[config.mk]
export PLATFORM = sky130hd
export DESIGN_NAME = ws2812_encoder_flat
export DESIGN_NICKNAME = d
export VERILOG_FILES = /design/src/rtl/ws2812_pkg.sv /design/src/rtl/ws2812_encoder_if.sv /design/src/rtl/ws2812_encoder.sv /design/src/flat_wrapper.sv
export SDC_FILE = /design/constraint.sdc
export NUM_CORES = 1
export LEC_CHECK = 0
export CAP_MARGIN = 0
export CORE_ASPECT_RATIO = 0.8
export CORE_MARGIN = 2
export CORE_UTILIZATION = 55
export CTS_CLUSTER_SIZE = 14
export DETAILED_ROUTE_END_ITERATION = 7
export DONT_BUFFER_PORTS = 1
export PLACE_DENSITY = 0.68
export SYNTH_ARGS = -nofsm -noshare
export SYNTH_HDL_FRONTEND = slang
export SYNTH_SLANG_ARGS = --single-unit
[constraint.sdc]
create_clock -name clk20 -period 2.34 [get_ports clk20]
set_clock_uncertainty 0.1 [all_clocks]
set_input_delay 0 -clock clk20 [delete_from_list [all_inputs] [get_ports clk20]]
set_output_delay 0 -clock clk20 [all_outputs]
set_load 0.02 [all_outputs]
[src/rtl/ws2812_pkg.sv]
// Shared timing defaults, counter widths and state encoding for the WS2812 serial encoder.
package ws2812_pkg;

   localparam int T0H_DEF    = 8;
   localparam int T1H_DEF    = 16;
   localparam int TBIT_DEF   = 25;
   localparam int TLATCH_DEF = 6000;

   localparam int PIX_W  = 24;
   localparam int CYC_W  = 5;
   localparam int LCNT_W = 13;
   localparam int BCNT_W = 5;

   typedef enum logic [1:0] {
      ST_IDLE  = 2'd0,
      ST_HIGH  = 2'd1,
      ST_LOW   = 2'd2,
      ST_LATCH = 2'd3
   } ws_state_e;

   // Terminal count of a pulse phase, chosen by the bit currently on the wire.
   function automatic logic [CYC_W-1:0] phase_last(input logic msb_v,
                                                   input logic [CYC_W-1:0] one_v,
                                                   input logic [CYC_W-1:0] zero_v);
      return msb_v ? one_v : zero_v;
   endfunction

endpackage

[src/rtl/ws2812_encoder_if.sv]
// Pixel-word handshake between an upstream frame source and the WS2812 encoder.
interface ws2812_encoder_if;
   import ws2812_pkg::*;

   logic [PIX_W-1:0] data_in;
   logic             valid;
   logic             latch;
   logic             ready;

   modport master (output data_in, valid, latch, input ready);
   modport slave  (input data_in, valid, latch, output ready);

endinterface

[src/rtl/ws2812_encoder.sv]
// Serialises 24-bit pixel words MSB first onto a WS2812 data line, with an
// optional low latch gap after the last word of a frame.
module ws2812_encoder
   import ws2812_pkg::*;
#(
   parameter int T0H    = T0H_DEF,
   parameter int T1H    = T1H_DEF,
   parameter int TBIT   = TBIT_DEF,
   parameter int TLATCH = TLATCH_DEF
) (
   input  logic             clk20,
   input  logic             reset,
   ws2812_encoder_if.slave  bus,
   output logic             led
);

   localparam logic [CYC_W-1:0]  T0H_LAST    = CYC_W'(T0H - 1);
   localparam logic [CYC_W-1:0]  T1H_LAST    = CYC_W'(T1H - 1);
   localparam logic [CYC_W-1:0]  T0L_LAST    = CYC_W'(TBIT - T0H - 1);
   localparam logic [CYC_W-1:0]  T1L_LAST    = CYC_W'(TBIT - T1H - 1);
   localparam logic [LCNT_W-1:0] TLATCH_LAST = LCNT_W'(TLATCH - 1);
   localparam logic [BCNT_W-1:0] LAST_BIT    = BCNT_W'(PIX_W - 1);

   ws_state_e         state_r, state_nxt_s;
   logic [CYC_W-1:0]  cyc_cnt_r, cyc_cnt_nxt_s;
   logic [LCNT_W-1:0] lat_cnt_r, lat_cnt_nxt_s;
   logic [BCNT_W-1:0] bit_cnt_r, bit_cnt_nxt_s;
   logic [PIX_W-1:0]  shift_r, shift_nxt_s;
   logic              latch_flag_r, latch_flag_nxt_s;
   logic              ready_r, ready_nxt_s;
   logic              led_r, led_nxt_s;
   logic [CYC_W-1:0]  high_last_s, low_last_s;

   // Phase lengths of the bit currently at the top of the shift register.
   always_comb begin
      high_last_s = phase_last(shift_r[PIX_W-1], T1H_LAST, T0H_LAST);
      low_last_s  = phase_last(shift_r[PIX_W-1], T1L_LAST, T0L_LAST);
   end

   // Next-state, datapath and output decode.
   always_comb begin
      state_nxt_s      = state_r;
      cyc_cnt_nxt_s    = cyc_cnt_r;
      lat_cnt_nxt_s    = lat_cnt_r;
      bit_cnt_nxt_s    = bit_cnt_r;
      shift_nxt_s      = shift_r;
      latch_flag_nxt_s = latch_flag_r;
      ready_nxt_s      = ready_r;
      led_nxt_s        = led_r;

      case (state_r)
         ST_IDLE: begin
            if (bus.valid && ready_r) begin
               shift_nxt_s      = bus.data_in;
               latch_flag_nxt_s = bus.latch;
               ready_nxt_s      = 1'b0;
               led_nxt_s        = 1'b1;
               bit_cnt_nxt_s    = {BCNT_W{1'b0}};
               cyc_cnt_nxt_s    = {CYC_W{1'b0}};
               state_nxt_s      = ST_HIGH;
            end else begin
               ready_nxt_s = 1'b1;
               led_nxt_s   = 1'b0;
            end
         end
         ST_HIGH: begin
            if (cyc_cnt_r == high_last_s) begin
               cyc_cnt_nxt_s = {CYC_W{1'b0}};
               led_nxt_s     = 1'b0;
               state_nxt_s   = ST_LOW;
            end else begin
               cyc_cnt_nxt_s = cyc_cnt_r + 5'd1;
            end
         end
         ST_LOW: begin
            if (cyc_cnt_r == low_last_s) begin
               cyc_cnt_nxt_s = {CYC_W{1'b0}};
               if (bit_cnt_r != LAST_BIT) begin
                  shift_nxt_s   = {shift_r[PIX_W-2:0], 1'b0};
                  bit_cnt_nxt_s = bit_cnt_r + 5'd1;
                  led_nxt_s     = 1'b1;
                  state_nxt_s   = ST_HIGH;
               end else if (latch_flag_r) begin
                  lat_cnt_nxt_s = {LCNT_W{1'b0}};
                  state_nxt_s   = ST_LATCH;
               end else begin
                  ready_nxt_s = 1'b1;
                  state_nxt_s = ST_IDLE;
               end
            end else begin
               cyc_cnt_nxt_s = cyc_cnt_r + 5'd1;
            end
         end
         ST_LATCH: begin
            if (lat_cnt_r == TLATCH_LAST) begin
               lat_cnt_nxt_s = {LCNT_W{1'b0}};
               ready_nxt_s   = 1'b1;
               state_nxt_s   = ST_IDLE;
            end else begin
               lat_cnt_nxt_s = lat_cnt_r + 13'd1;
            end
         end
         default: begin
            ready_nxt_s = 1'b1;
            led_nxt_s   = 1'b0;
            state_nxt_s = ST_IDLE;
         end
      endcase
   end

   // State register.
   always_ff @(posedge clk20 or posedge reset) begin
      if (reset) begin
         state_r <= ST_IDLE;
      end else begin
         state_r <= state_nxt_s;
      end
   end

   // Counters, shift register, frame flag and registered outputs.
   always_ff @(posedge clk20 or posedge reset) begin
      if (reset) begin
         cyc_cnt_r    <= {CYC_W{1'b0}};
         lat_cnt_r    <= {LCNT_W{1'b0}};
         bit_cnt_r    <= {BCNT_W{1'b0}};
         shift_r      <= {PIX_W{1'b0}};
         latch_flag_r <= 1'b0;
         ready_r      <= 1'b1;
         led_r        <= 1'b0;
      end else begin
         cyc_cnt_r    <= cyc_cnt_nxt_s;
         lat_cnt_r    <= lat_cnt_nxt_s;
         bit_cnt_r    <= bit_cnt_nxt_s;
         shift_r      <= shift_nxt_s;
         latch_flag_r <= latch_flag_nxt_s;
         ready_r      <= ready_nxt_s;
         led_r        <= led_nxt_s;
      end
   end

   assign bus.ready = ready_r;
   assign led       = led_r;

endmodule

[src/flat_wrapper.sv]
// flat-port wrapper written by rule: the top's interface ports become plain ports
module ws2812_encoder_flat import ws2812_pkg::*;
#(
   parameter int T0H    = T0H_DEF,
   parameter int T1H    = T1H_DEF,
   parameter int TBIT   = TBIT_DEF,
   parameter int TLATCH = TLATCH_DEF
)
  (clk20, reset, led, bus_data_in, bus_valid, bus_latch, bus_ready);
  ws2812_encoder_if bus_i ();
  input  logic clk20;
  input  logic reset;
  output logic led;
  input wire logic [$bits(bus_i.data_in)-1:0] bus_data_in;
  input wire logic [$bits(bus_i.valid)-1:0] bus_valid;
  input wire logic [$bits(bus_i.latch)-1:0] bus_latch;
  output wire logic [$bits(bus_i.ready)-1:0] bus_ready;
  assign bus_i.data_in = bus_data_in;
  assign bus_i.valid = bus_valid;
  assign bus_i.latch = bus_latch;
  assign bus_ready = bus_i.ready;
  ws2812_encoder #(.T0H(T0H), .T1H(T1H), .TBIT(TBIT), .TLATCH(TLATCH)) u_core (.clk20(clk20), .reset(reset), .bus(bus_i), .led(led));
endmodule
==> summary.txt <==
Floorplanning
  • Initial Util: between 50% and 60%
  • Rows: 23
  • Chip height: roughly 68 um
  • Die width: 83.90 um
  • I/O pins: 30
  • Die area: ~5700 um2
  • Core Area: approximately 5000 um2

Cells and area
  • Final core occ: between 60 and 70%
  • Share of layout cells above drive strength 1: 9.940%
  • FILL cells: 390
  • Layout area overhead: 18.98%
  • Inserted Diodes: 0
  • Layout Nets: approximately 370

Route
  • Drt wl/cell: 14.90 um
  • Drt drc: 0
  • Vias/cell: 5.645
  • Vias: 2224
  • Final wirelength: 5.872 mm
  • DR iter-0 viols: 86
  • Antenna Nets Post-Route: 0
  • DR pass1 iterations: 4

Synthesis
  • Synth top area share: a little under half
  • Synth Instances: ~300
  • Synth Cell Area: roughly 2800 um2
  • Syn nets: around 330
  • Most used DFF post-synth: dfrtp_1
  • Leading area contributor after synthesis: dfrtp_1
  • Avg Synthesized Cell Area: around 9.6 um2
  • Synth cell types: a little under 50
  • Synth Warn #: 0
  • Ys async rst share: 100.0%
  • Largest cells by area after synthesis: dfrtp_1 45%, mux2i_1 8.6%, nand2_1 6.5%
  • Post-synth EDFFs: 0
  • Yosys reg bits: 52
  • Register area share after synthesis: ~46%

Worst setup path
  • Crit Path Category: reg -> reg
  • Reg2reg path depth: 5
  • WP depth: 5
  • Startpoint Class: flip-flop
  • CP arrival: 2340 ps
  • Slowest cell on the critical path: dfrtp_1
  • Worst path top cell family by delay: simple AND/OR/NAND/NOR gates
  • Worst-path maximum fanout: 11
  • Crit. Startpoint: u_core.lat_cnt_r[11]
  • Reg2reg end: u_core.bus.ready
  • Setup crit end kind: flip-flop
  • Worst setup endpoint: u_core.bus.ready
  • Worst R2R Setup Slack: 150 ps
  • R2R Path Start: u_core.lat_cnt_r[11]
  • Crit path required time: roughly 2500 ps
  • Critical path, cell by cell: or3b_1 -> nor4_1 -> nor2b_1 -> nor3b_1 -> mux2_2
  • WP buf/inv: 0
  • CP peak stage delay: ~420 ps

Place
  • Gpl congestion: 0.8307
  • Hpwl dp: about 3.9 mm
  • Port-buffer cells: 0

Clocking
  • Num CTS Buffers: 5
  • CTS tree: built
  • H-Tree Depth: 2
  • Clk buf depth: 2
  • Reg clk slew, reported paths: roughly 90 ps
  • Clock Latency Late Sink: a little over 300 ps
  • CTS root buffer: clkbuf_8
  • Post-CTS setup repair buffer count: 0
  • Num Clock Sinks: 52

Timing
  • RSZ-0062 raised after global routing: no
  • Period Utilization, post-route: a little over nine tenths
  • Fin. Hold Viols: 1
  • Worst hold margin: -37.87 ps
  • Setup_tns: 0 ps
  • Final setup fails: 0
  • Fmax: 0.4556 GHz
  • Slew Limit Fails: 0
  • Fin crit period: roughly 2200 ps
  • Worst slew margin: a little over two fifths
  • Slew @ Worst Pin: 849.6 ps

GRT
  • Number of global-route vias before repair: around 2100
  • Initial antenna violation count: 0
  • Largest net degree at the start of global routing: 37
  • Global route overflow: 0
  • GRT Util Overall: a little over a fifth
  • Global-route wire length before repair: around 9.9 mm

Min path
  • Worst hold path class: in -> reg

Power and ir drop
  • Pwr Density: 450.6 nW/um2
  • Final Power: about 0.0015 W
  • VDD IR max: between 0.3 and 0.4 mV
  • Static leakage: between 1 and 1.5 nW

Run status
  • Status: complete, but fails checks
  • Failing checks: negative hold slack

Flow run
  • Max-cap violation count: 0
-- area by class of cell --
cell class | instances | area (um2) | area share [%]
timing repair buffer | 43 | 397.9 | 11.91
clock buffer | 7 | 86.33 | 2.583
multi-input combinational | 218 | 1429 | 42.76
sequential | 52 | 1303 | 38.97
tap | 62 | 77.57 | 2.321
inverter | 11 | 41.29 | 1.235
clock inverter | 1 | 7.507 | 0.2246
-- worst min path at each step --
stage | slack, ps | start | cells past startpoint | endpoint
after global routing | 10 | bus_valid | 3 | u_core.cyc_cnt_r[1]
final | -40 | bus_valid | 3 | u_core.cyc_cnt_r[1]
after detailed placement | -240 | reset | 1 | u_core.shift_r[6]
after floorplan | 40 | bus_data_in[0] | 2 | u_core.shift_r[0]
after global placement | -240 | reset | 1 | u_core.shift_r[6]
after CTS | 80 | bus_valid | 3 | u_core.cyc_cnt_r[1]
-- cell usage after synthesis (all sizes together), types with 2 or more instances --
cell / n
a211oi: 2
a21o: 3
a21oi: 5
a22o: 6
a31oi: 2
buf: 5
clkbuf: 8
dfrtp: 51
ha: 10
inv: 11
mux2: 3
mux2i: 24
nand2: 49
nand2b: 5
nand3: 19
nand3b: 2
nand4: 3
nor2: 8
nor2b: 5
nor3: 3
nor3b: 2
nor4: 3
o21ai: 36
o21bai: 4
o22ai: 2
o31ai: 2
or3b: 2
or4: 5
-- metal layers --
metal	vias up	global-route usage, %	wire length, um
li1	1121	-	-
met1	1049	31.15	2909
met2	44	34.20	2621
met3	10	3.739	241
met4	0	8.871	99
met5	-	0	0
-- kinds of logic (layout without fill, tap and decap cells) --
group           Yosys count  in the layout  share of synthesized area (%)
mux                      27             27                          9.755
fa+ha+maj                10             10                          4.454
simple gates            112            112                          19.78
flops                    52             52                          46.37
compound gates           68             68                          15.72
buf+inv                  24             62                          3.608
xor+xnor                  1              1                         0.3119
-- metrics by stage --
| step | setup slack, ps | cells | cell area [um2] |
|---|---|---|---|
| 2_1_floorplan | 251.1 | 294 | 2809 |
| 3_3_place_gp | 214.4 | 356 | 2934 |
| 3_5_place_dp | 102.3 | 356 | 2934 |
| 4_1_cts | 85.25 | 394 | 3328 |
| 5_1_grt | 53.86 | 394 | 3342 |
| 6_report | 145.1 | 394 | 3342 |
-- sequential cells by signal, summed over array words and instances (netlist names) --
register / flops
u_core.shift_r: 24
u_core.lat_cnt_r: 13
u_core.bit_cnt_r: 5
u_core.cyc_cnt_r: 5
u_core.state_r: 2
u_core.bus.ready: 1
u_core.latch_flag_r: 1
u_core.led: 1
-- report_power, final --
| group | internal [W] | switching, W |
|---|---|---|
| registers | 0.000898 | 0 |
| clock network | 0.000241 | 0.000296 |
| logic | 0.0000408 | 0.0000299 |
| total | 0.00118 | 0.000326 |
-- tightest hold or removal path, cell delays in order --
cell and delay (ps):
a21boi_2 70, nor2_1 160, o21ai_0 100
-- repair_timing --
item | 4_1_cts | 5_1_grt
gates resized for setup | 0 | 3
endpoints found under the hold margin | 78 | 0
hold buffers | 30 | 0
setup endpoints to repair | 0 | 20
-- placed cells by master (no fill, tap or decap), types with 2 or more instances in the layout --
master and count:
nor3b_1 2, a21o_1 3, buf_4 13, a21oi_1 4, mux2i_1 24, nor3_1 3, a31oi_1 2, nor4_1 3
nand2b_1 5, nand3b_1 2, nand2_1 49, nand3_1 19, o22ai_1 2, dlygate4sd3_1 30, nor2b_1 5, o21bai_1 4
nor2_1 8, inv_1 10, clkbuf_8 6, or4_1 5, a22o_1 6, nand4_1 3, o31ai_1 2, ha_1 9
dfrtp_1 51, mux2_2 3, o21ai_0 34
(Power assumes the default switching activity.)
